## src/rtl/run_tracker.sv

```systemverilog
// Multi-channel high-run tracker: qualifies level runs of at least MIN_RUN samples,
// reports run-active, end-of-run pulse, glitch pulse and captured run length.
module run_tracker #(
  parameter int NCH     = 4,
  parameter int CNT_W   = 8,
  parameter int MIN_RUN = 2
) (
  input  logic                 clk,
  input  logic                 rst,
  input  logic                 clr,
  input  logic [NCH-1:0]       din,
  output logic [NCH-1:0]       r,
  output logic [NCH-1:0]       f,
  output logic [NCH-1:0]       glitch,
  output logic [NCH*CNT_W-1:0] len,
  output logic                 any_f
);

  typedef enum logic [2:0] {
    IDLE = 3'd0,
    ARM  = 3'd1,
    RUN  = 3'd2,
    LAST = 3'd3,
    DROP = 3'd4
  } state_t;

  localparam logic [CNT_W-1:0] CNT_MAX = {CNT_W{1'b1}};
  localparam logic [CNT_W-1:0] CNT_ONE = {{(CNT_W-1){1'b0}}, 1'b1};
  localparam logic [CNT_W:0]   MIN_Q   = (CNT_W+1)'(MIN_RUN);

  state_t           state_r     [NCH];
  state_t           state_nxt_s [NCH];
  logic [CNT_W-1:0] cnt_r       [NCH];
  logic [CNT_W-1:0] cnt_nxt_s   [NCH];
  logic [CNT_W:0]   cnt_inc_s   [NCH];
  logic [CNT_W-1:0] len_r       [NCH];
  logic [NCH-1:0]   r_r;
  logic [NCH-1:0]   f_r;
  logic [NCH-1:0]   glitch_r;

  // Per-channel next-state and counter logic; clr falls through to the IDLE/0 defaults
  always_comb begin
    for (int i = 0; i < NCH; i++) begin
      state_nxt_s[i] = IDLE;
      cnt_nxt_s[i]   = {CNT_W{1'b0}};
      // one extra bit so the ARM qualification compare cannot wrap
      cnt_inc_s[i]   = {1'b0, cnt_r[i]} + {{CNT_W{1'b0}}, 1'b1};
      if (clr) begin
        state_nxt_s[i] = IDLE;
        cnt_nxt_s[i]   = {CNT_W{1'b0}};
      end else begin
        case (state_r[i])
          IDLE: begin
            if (din[i]) begin
              cnt_nxt_s[i]   = CNT_ONE;
              state_nxt_s[i] = (MIN_RUN == 1) ? RUN : ARM;
            end else begin
              cnt_nxt_s[i]   = {CNT_W{1'b0}};
              state_nxt_s[i] = IDLE;
            end
          end
          ARM: begin
            if (din[i]) begin
              cnt_nxt_s[i]   = cnt_inc_s[i][CNT_W-1:0];
              state_nxt_s[i] = (cnt_inc_s[i] >= MIN_Q) ? RUN : ARM;
            end else begin
              cnt_nxt_s[i]   = cnt_r[i];
              state_nxt_s[i] = DROP;
            end
          end
          RUN: begin
            if (din[i]) begin
              cnt_nxt_s[i]   = (cnt_r[i] == CNT_MAX) ? cnt_r[i] : cnt_inc_s[i][CNT_W-1:0];
              state_nxt_s[i] = RUN;
            end else begin
              cnt_nxt_s[i]   = cnt_r[i];
              state_nxt_s[i] = LAST;
            end
          end
          LAST: begin
            cnt_nxt_s[i]   = {CNT_W{1'b0}};
            state_nxt_s[i] = IDLE;
          end
          DROP: begin
            cnt_nxt_s[i]   = {CNT_W{1'b0}};
            state_nxt_s[i] = IDLE;
          end
          default: begin
            cnt_nxt_s[i]   = {CNT_W{1'b0}};
            state_nxt_s[i] = IDLE;
          end
        endcase
      end
    end
  end

  // State and counter registers
  always_ff @(posedge clk or posedge rst) begin
    if (rst) begin
      for (int i = 0; i < NCH; i++) begin
        state_r[i] <= IDLE;
        cnt_r[i]   <= {CNT_W{1'b0}};
      end
    end else begin
      for (int i = 0; i < NCH; i++) begin
        state_r[i] <= state_nxt_s[i];
        cnt_r[i]   <= cnt_nxt_s[i];
      end
    end
  end

  // Output registers, loaded from the state held before the edge
  always_ff @(posedge clk or posedge rst) begin
    if (rst) begin
      r_r      <= {NCH{1'b0}};
      f_r      <= {NCH{1'b0}};
      glitch_r <= {NCH{1'b0}};
      for (int i = 0; i < NCH; i++) begin
        len_r[i] <= {CNT_W{1'b0}};
      end
    end else if (clr) begin
      r_r      <= {NCH{1'b0}};
      f_r      <= {NCH{1'b0}};
      glitch_r <= {NCH{1'b0}};
      for (int i = 0; i < NCH; i++) begin
        len_r[i] <= {CNT_W{1'b0}};
      end
    end else begin
      for (int i = 0; i < NCH; i++) begin
        r_r[i]      <= (state_r[i] == RUN);
        f_r[i]      <= (state_r[i] == LAST);
        glitch_r[i] <= (state_r[i] == DROP);
        if (state_r[i] == LAST) begin
          len_r[i] <= cnt_r[i];
        end else begin
          len_r[i] <= len_r[i];
        end
      end
    end
  end

  for (genvar g = 0; g < NCH; g++) begin : g_len
    assign len[g*CNT_W +: CNT_W] = len_r[g];
  end

  assign r      = r_r;
  assign f      = f_r;
  assign glitch = glitch_r;
  assign any_f  = |f_r;

endmodule

```

## config.mk

```make
export PLATFORM = sky130hd
export DESIGN_NAME = run_tracker
export DESIGN_NICKNAME = d
export VERILOG_FILES = /design/src/rtl/run_tracker.sv
export SDC_FILE = /design/constraint.sdc
export NUM_CORES = 1
export LEC_CHECK = 0
export CORE_MARGIN = 1
export CORE_UTILIZATION = 34
export CTS_CLUSTER_SIZE = 30
export DETAILED_ROUTE_END_ITERATION = 10
export RECOVER_POWER = 50
export SETUP_SLACK_MARGIN = 0.5
export SLEW_MARGIN = 40
export SYNTH_ARGS = -nofsm -noshare
export SYNTH_HDL_FRONTEND = slang
export SYNTH_SLANG_ARGS = --single-unit
```

## constraint.sdc

```tcl
create_clock -name clk -period 5.1 [get_ports clk]
set_input_delay 0.765 -clock clk [delete_from_list [all_inputs] [get_ports clk]]
set_output_delay 0.765 -clock clk [all_outputs]
set_load 0.01 [all_outputs]
```

== After elaboration in Yosys (flattened, before gate mapping) ==
Cells that the tools add are included.

* Register bits: 88
* Word-level logic and storage cells: 124

* Reductions and logical operators: 13
* Magnitude comparators: 4
* Muxes and demuxes: 56
* Eq/ne operators: 32
* $add $sub $neg: 4

{| class="wikitable"
|+ Operator list
! operator !! number
|-
| 8-bit two-way mux || 20
|-
| 8-bit one-hot mux with 3 select lines || 4
|-
| 8-bit by 1-bit adder with 9-bit output, second input constant || 4
|-
| 9-bit by 2-bit greater-or-equal comparator with 1-bit output, second input constant || 4
|-
| 3-bit != test, second input constant || 12
|-
| 3-bit one-hot mux with 3 select lines || 4
|-
| 8-bit == test, second input constant || 4
|-
| 32-bit two-way mux || 1
|-
| 3-bit by 2-bit == test with 1-bit output, second input constant || 8
|-
| 3-bit two-way mux || 8
|-
| 3-bit by 1-bit == test with 1-bit output, second input constant || 4
|-
| 3-bit == test, second input constant || 4
|-
| 3-bit logical NOT || 4
|-
| 1-bit two-way mux || 12
|-
| 4-bit two-way mux || 3
|-
| 3-bit AND reduction || 4
|-
| 2-bit two-way mux || 4
|-
| 2-bit nonzero test || 4
|-
| 4-bit OR reduction || 1
|}

== Logic depth before layout (Yosys ltp) ==
Gate-level depths: netlist (run 1).

* Depth in word-level cells: 6
* Mapped depth: 7
* Gate-level depth less buffers: 6

== Worst setup path before layout (run 1) ==
OpenSTA, ideal clock, no wires.

* Path type: input -> register
* Start point: in clr
* End point: reg cnt_r[9] in the netlist's numbering
* Arrival time: 2,250 ps
* Setup slack: 2,725 ps
* Library setup time: 125 ps
* Stages: 4
* Data required time: 4,975 ps
* Cells stage by stage: or4b_4 > or4_4 > o21a_2 > mux2_4

* Word-level cells in the longest chain between the ends: 2

{| class="wikitable"
|+ Ends and longest elaborated chain
! what !! RTL line !! source
|-
| start: declaration || 10 || <nowiki>input logic clr,</nowiki>
|-
| 3-bit != test (no line) || n/a ||
|-
| 3-bit AND reduction (no line) || n/a ||
|-
| end signal: indexed assignment || 102 || <nowiki>cnt_r[i] <= {CNT_W{1'b0}};</nowiki>
|-
| end signal: indexed assignment || 107 || <nowiki>cnt_r[i] <= cnt_nxt_s[i];</nowiki>
|-
| end: declaration || 33 || <nowiki>logic [CNT_W-1:0] cnt_r [NCH];</nowiki>
|}

Several ways; a longest one is shown, not always the timed one.
A chain may end at the register's enable or synchronous reset.

== Worst setup path in the final report (run 1) ==
* Start point: in clr
* End point: reg cnt_r[28] in the netlist's numbering

The elaborated chain is that of the path after synthesis.

==> results.toml, run 1 <==
[logic_synthesis]
synth_seq_area_share_pct = 48.4
synth_cell_types = 52
yosys_warnings = 0
syn_inst = 484
ys_ff_latch = 88
synth_edf_count = 0
synth-main-ff-cell = "dfrtp_1"
ys_async_sr_fraction_pct = 100
synth_area_per_cell_um2 = 9.41
netlist_area_mm2 = 0.00455
synth_fp_nets = 499

[critical_path]
cp.arrival_ns = 3.55
startpoint = "clr"
critPathTopFamily = "buffers and inverters"
critPathMaxFanout = 31
critPathLaunchType = "input pin"
reg2reg_setup_slack_ns = 2.57
cp_cell_sequence = "clkbuf_1 > clkbuf_1 > nor2_1 > nand3b_1 > nand2b_1 > or3_1 > o21ai_0"
r2r_start = "state_r[1]$_DFF_PP0_"
worst_path_max_delay_cell = "clkbuf_1"
cp.buffers_inverters = 2
end_kind = "flip-flop"
path_common_cell = "clkbuf_1"
critical_path_class = "in -> reg"
cp.required_ns = 5.32
slowest_delay_ns = 0.99

[timing]
hold_viol_final = 0
holdWs_ns = 0.516
rsz0062_at_grt = "no"
fin_tns_setup_ns = 0
timing_worst_slew_pin_value_ns = 2.21
layout_setup_ws_ns = 1.77
period_share_pct = 65.3
relSlewSlack_pct = -47.9
maxSlewViolCount = 51
fin_skew_ns = 0.00749
setup_viol = 0
post-route-min-period_ns = 3.33
fmax_ghz = 0.300

[pwr]
ir_drop_v = 0.000151
power.internal_uw = 1290
seqPwrFrac_pct = 44.4
powerDensity_mw_per_mm2 = 318
clockPowerShare_pct = 43.5
power.switching_uw = 456
power_leakage_uw = 0.00250
pwr-share-comb_pct = 12.1
switching_share_pct = 26.1

[clock_tree]
cts_buffers = 9
path_clk_slew_ns = 0.07
cts_hold_buf = 0
cts_setup_buffers = 0
clock_path_buffers = 2
h-tree-depth = 3
cts_tree = "yes"
cts_root_buffer = "clkbuf_16"
cts-resized-gates = 0
clk_latency_ns = 0.35
clock-sinks = 88

[global_route]
grtUsageTotal_pct = 15.5
antenna_found_initial = 0
grt_pass1_vias = 3622
grt_max_degree = 51
grt_overflow = 0
grt_pass1_wl_mm = 17.6

[floorplan]
top_level_ports = 52
core_mm2 = 0.0128
start_util_pct = 35.5
rows = 41
fp.dieW_um = 118
die_area_mm2 = 0.0139
fp.dieH_um = 118

[min_path]
hold_class = "reg -> reg"
min_from = "len[23]$_DFFE_PP0P_"

[detailed_routing]
vias = 3651
wl_per_cell_um = 14.6
viasPerCell = 5.28
drcViolationCount = 0
dr.pass1.iters = 4
wl_mm = 10.1
drtAntennaViolNets = 0
drtIter0Drc = 205

[cells_and_area]
drive_gt1_share_pct = 6.15
fin_area_mm2 = 0.00550
syn2layout_area_growth_pct = 20.8
num-nets-final = 530
antenna_cells = 0

[placed_design]
portBuffers = 51
place_congestion = 0.834
dp_hpwl_mm = 6.83
place_ws_ns = 2.23
dpl_cell_area_mm2 = 0.00517

[run_status]
violations = "max-capacitance violations, max-slew violations"
status = "finished, violations left"

[job]
cap_violations = 1
per-layer routing:
layer	vias up	GRT usage (%)	wire length [um]
met5	-	0	0
met4	0	7.37	190
met3	12	2.66	338
met2	79	24.0	4580
met1	1766	21.1	4990
li1	1794	-	-
metrics by stage:
stage | utilization [%] | power [uW] | instances
finish | 42.9 | 1750 | 692
global route | 42.9 | 1830 | 692
CTS | 43.0 | 1770 | 692
detailed placement | 40.3 | 1000 | 676
global placement | 40.2 | 994 | 676
floorplan | - | 941 | 484
tightest hold or removal path, stage by stage (launching register included):
cell     delay [ns]
dfrtp_1        0.35
a21oi_1        0.06
nor2_1         0.07
cells in the mapped netlist (3+ instances only):
cell type,n,area (um^2)
mux2i_1,26,260
nand4_1,10,62.6
xor2_1,5,43.8
nor2b_1,4,25.0
nand2_1,25,93.8
ha_1,8,100
dfrtp_1,88,2200
nor3b_1,4,30.0
o31ai_1,9,67.6
nand2b_1,6,37.5
xnor2_1,6,52.6
a21o_1,5,37.5
buf_2,5,25.0
nor3_1,15,75.1
a31o_2,4,35.0
a31oi_1,8,50.1
nor4b_1,7,61.3
nor4_1,5,31.3
or3_1,7,43.8
clkbuf_1,27,101
nor2_1,67,251
o21ai_0,41,205
a21oi_1,18,90.1
and3_1,12,75.1
o41ai_1,3,26.3
inv_1,16,60.1
nand3b_1,8,60.1
nand3_1,14,70.1
area by class of cell:
| cell class | count | area, um^2 |
|---|---|---|
| clock buffer | 9 | 225 |
| clock inverter | 7 | 120 |
| fill | 1255 | 7320 |
| inverter | 16 | 61.3 |
| multi-input combinational | 347 | 2170 |
| sequential | 88 | 2200 |
| tap | 172 | 215 |
| timing repair buffer | 53 | 513 |
worst paths after layout:
kind | endpoint | cells after the start
setup / recovery | cnt_r[28]$_DFFE_PP0P_ | 7
hold / removal | len[23]$_DFFE_PP0P_ | 2
setup reg to reg | cnt_r[6]$_DFFE_PP0P_ | 5
hold reg to reg | len[23]$_DFFE_PP0P_ | 2
max in group asynchronous | len[0]$_DFFE_PP0P_ | 3
min in group asynchronous | f[0]$_DFF_PP0_ | 2
cell usage in the layout, fill, tap and decap left out, drive strengths merged, types with 4 or more instances in the layout:
master and count:
a21o 5, o31ai 9, inv 15, nand2b 6, mux2i 26, nor3 15
nand4 11, nor2 67, nand3 14, ha 8, o21ai 41, a31oi 8
a31o 4, clkbuf 12, dfrtp 88, xor2 5, or3 8, a21oi 18
and3 12, nand2 25, nor2b 4, clkdlybuf4s50 49, xnor2 6, nor4b 7
nor3b 4, nand3b 8, nor4 5
state kept, by name, summed over array words and instances, names as in the netlist:
signal,flops
state_r,12
len,32
glitch,4
cnt_r,32
r,4
f,4
power by group through the flow:
stage	clock (uW)	sequential, uW	combinational, uW
after floorplan	0	759	181
after global placement	0	786	208
after detailed placement	0	787	215
after CTS	784	774	216
after global routing	804	782	242
final	760	776	212
kinds of logic after synthesis:
kind of cell,after synthesis,synth area share [%]
buffers and inverters,49,4.18
multiplexers,28,6.29
AO/OA/AOI/OAI,103,14.0
AND/OR/NAND/NOR,197,22.9
XOR/XNOR,11,2.12
flip-flops,88,48.4
adder cells (fa/ha/maj),8,2.20
Power figures use the tool's default switching activity.
==> inputs of run 2 (changes only) <==
==> constraint.sdc (replaced) <==
create_clock -name clk -period 3.2 [get_ports clk]
set_input_delay 0.48 -clock clk [delete_from_list [all_inputs] [get_ports clk]]
set_output_delay 0.48 -clock clk [all_outputs]
set_load 0.01 [all_outputs]
==> results.toml, run 2 (synthesis results as in run 1) <==
[pwr]
switching_share_pct = 28.1
power.switching_uw = 724
ir_drop_v = 0.000248
power_leakage_uw = 0.00249
powerDensity_mw_per_mm2 = 470
pwr-share-comb_pct = 13.3
power.internal_uw = 1850
power_uw = 2570
seqPwrFrac_pct = 48.1
clockPowerShare_pct = 38.6

[placed_design]
portBuffers = 51
place_congestion = 0.816
place_ws_ns = 0.729
dp_hpwl_mm = 7.09

[timing]
maxSlewViolCount = 0
fin_tns_setup_ns = 0
rsz0062_at_grt = "no"
fin_skew_ns = 0.00843
hold_viol_final = 0
fmax_ghz = 0.431
layout_setup_ws_ns = 0.879
holdWs_ns = 0.515
relSlewSlack_pct = 37.2
timing_worst_slew_pin_value_ns = 0.942
setup_viol = 0
period_share_pct = 72.5
post-route-min-period_ns = 2.32

[floorplan]
fp.dieW_um = 118
top_level_ports = 52
die_area_mm2 = 0.0139
fp.dieH_um = 118
rows = 41
core_mm2 = 0.0128
start_util_pct = 35.5

[cells_and_area]
antenna_cells = 0
syn2layout_area_growth_pct = 20.1
mostFrequentLayoutCell = "dfrtp_1"
multiInputGateArea_mm2 = 0.00216
fillerInstances = 1263
mostFrequentLayoutCells = "dfrtp_1, nor2_1, clkdlybuf4s50_1"
num-nets-final = 533
final_util_pct = 42.7
ff_latch_area_mm2 = 0.00220
drive_gt1_share_pct = 6.51

[global_route]
grtUsageTotal_pct = 15.9
grt_overflow = 0
antenna_found_initial = 0
grt_max_degree = 39
grt_pass1_wl_mm = 17.8
grt_pass1_vias = 3622

[clock_tree]
cts_root_buffer = "clkbuf_16"
h-tree-depth = 3
cts_hold_buf = 0
cts_buffers = 9
cts_tree = "yes"
path_clk_slew_ns = 0.06
clk_latency_ns = 0.35
clock-sinks = 88
clock_path_buffers = 2

[detailed_routing]
wl_met2_mm = 4.65
dr.pass1.iters = 4
vias = 3699
maxUsedRoutingLayer = "met4"
wl_met3_um = 338
viasPerCell = 5.33
wl_met1_mm = 4.99
drtIter0Drc = 232
wl_mm = 10.2
wl_per_cell_um = 14.8
drtAntennaViolNets = 0
drcViolationCount = 0

[job]
cap_violations = 0

[run_status]
status = "finished clean"

[min_path]
min_path_cells = 2
hold_class = "reg -> reg"

[critical_path]
cp.required_ns = 3.44
rr_worst_depth = 5
end_kind = "flip-flop"
critical_path_class = "in -> reg"
critPathMaxFanout = 15
cp.arrival_ns = 2.56
critPathLaunchType = "input pin"
[run 2: final cells by class]
class,instances,area share (%)
sequential,88,40.3
multi-input combinational,347,39.5
timing repair buffer,56,10.0
clock buffer,10,4.37
tap,172,3.93
inverter,16,1.12
clock inverter,5,0.778
[run 2: metal layers]
metal	vias up	global-route usage, %
li1	1810	-
met1	1794	21.5
met2	78	24.3
met3	17	3.00
met4	0	7.69
met5	-	0
[run 2: worst paths after layout]
| check | start | to | slack [ns] |
|---|---|---|---|
| min in group asynchronous | rst | cnt_r[31]$_DFFE_PP0P_ | 0.68 |
| min reg2reg | len[6]$_DFFE_PP0P_ | len[6]$_DFFE_PP0P_ | 0.51 |
| max reg2reg | state_r[3]$_DFF_PP0_ | cnt_r[13]$_DFFE_PP0P_ | 0.94 |
| max in group asynchronous | rst | cnt_r[15]$_DFFE_PP0P_ | 1.18 |
| min | len[6]$_DFFE_PP0P_ | len[6]$_DFFE_PP0P_ | 0.51 |
| max | clr | cnt_r[9]$_DFFE_PP0P_ | 0.88 |
[run 2: through the flow]
step                      instance area, um^2  std cells
after floorplan                          4560        484
after global placement                   5200        679
after detailed placement                 5200        679
after CTS                                5480        694
after global routing                     5470        694
final                                    5470        694
[run 2: worst max-delay path, stage by stage]
cell,delay [ns]
clkbuf_1,0.52
clkbuf_1,0.56
nor2_1,0.28
nand2_1,0.18
o21a_2,0.22
mux2_4,0.31
[run 2: timing repair]
action,4_1_cts,5_1_grt
resized for setup,0,1
hold endpoints to repair,0,0
setup endpoints to repair,0,1
buffers inserted,0,0
[run 2: power groups by stage]
| stage | logic (uW) | registers, uW | clock network, uW |
|---|---|---|---|
| 5_1_grt | 396 | 1250 | 1070 |
| 3_3_place_gp | 341 | 1250 | 0 |
| 4_1_cts | 347 | 1240 | 1040 |
| 6_report | 342 | 1240 | 994 |
| 2_1_floorplan | 289 | 1210 | 0 |
| 3_5_place_dp | 345 | 1260 | 0 |
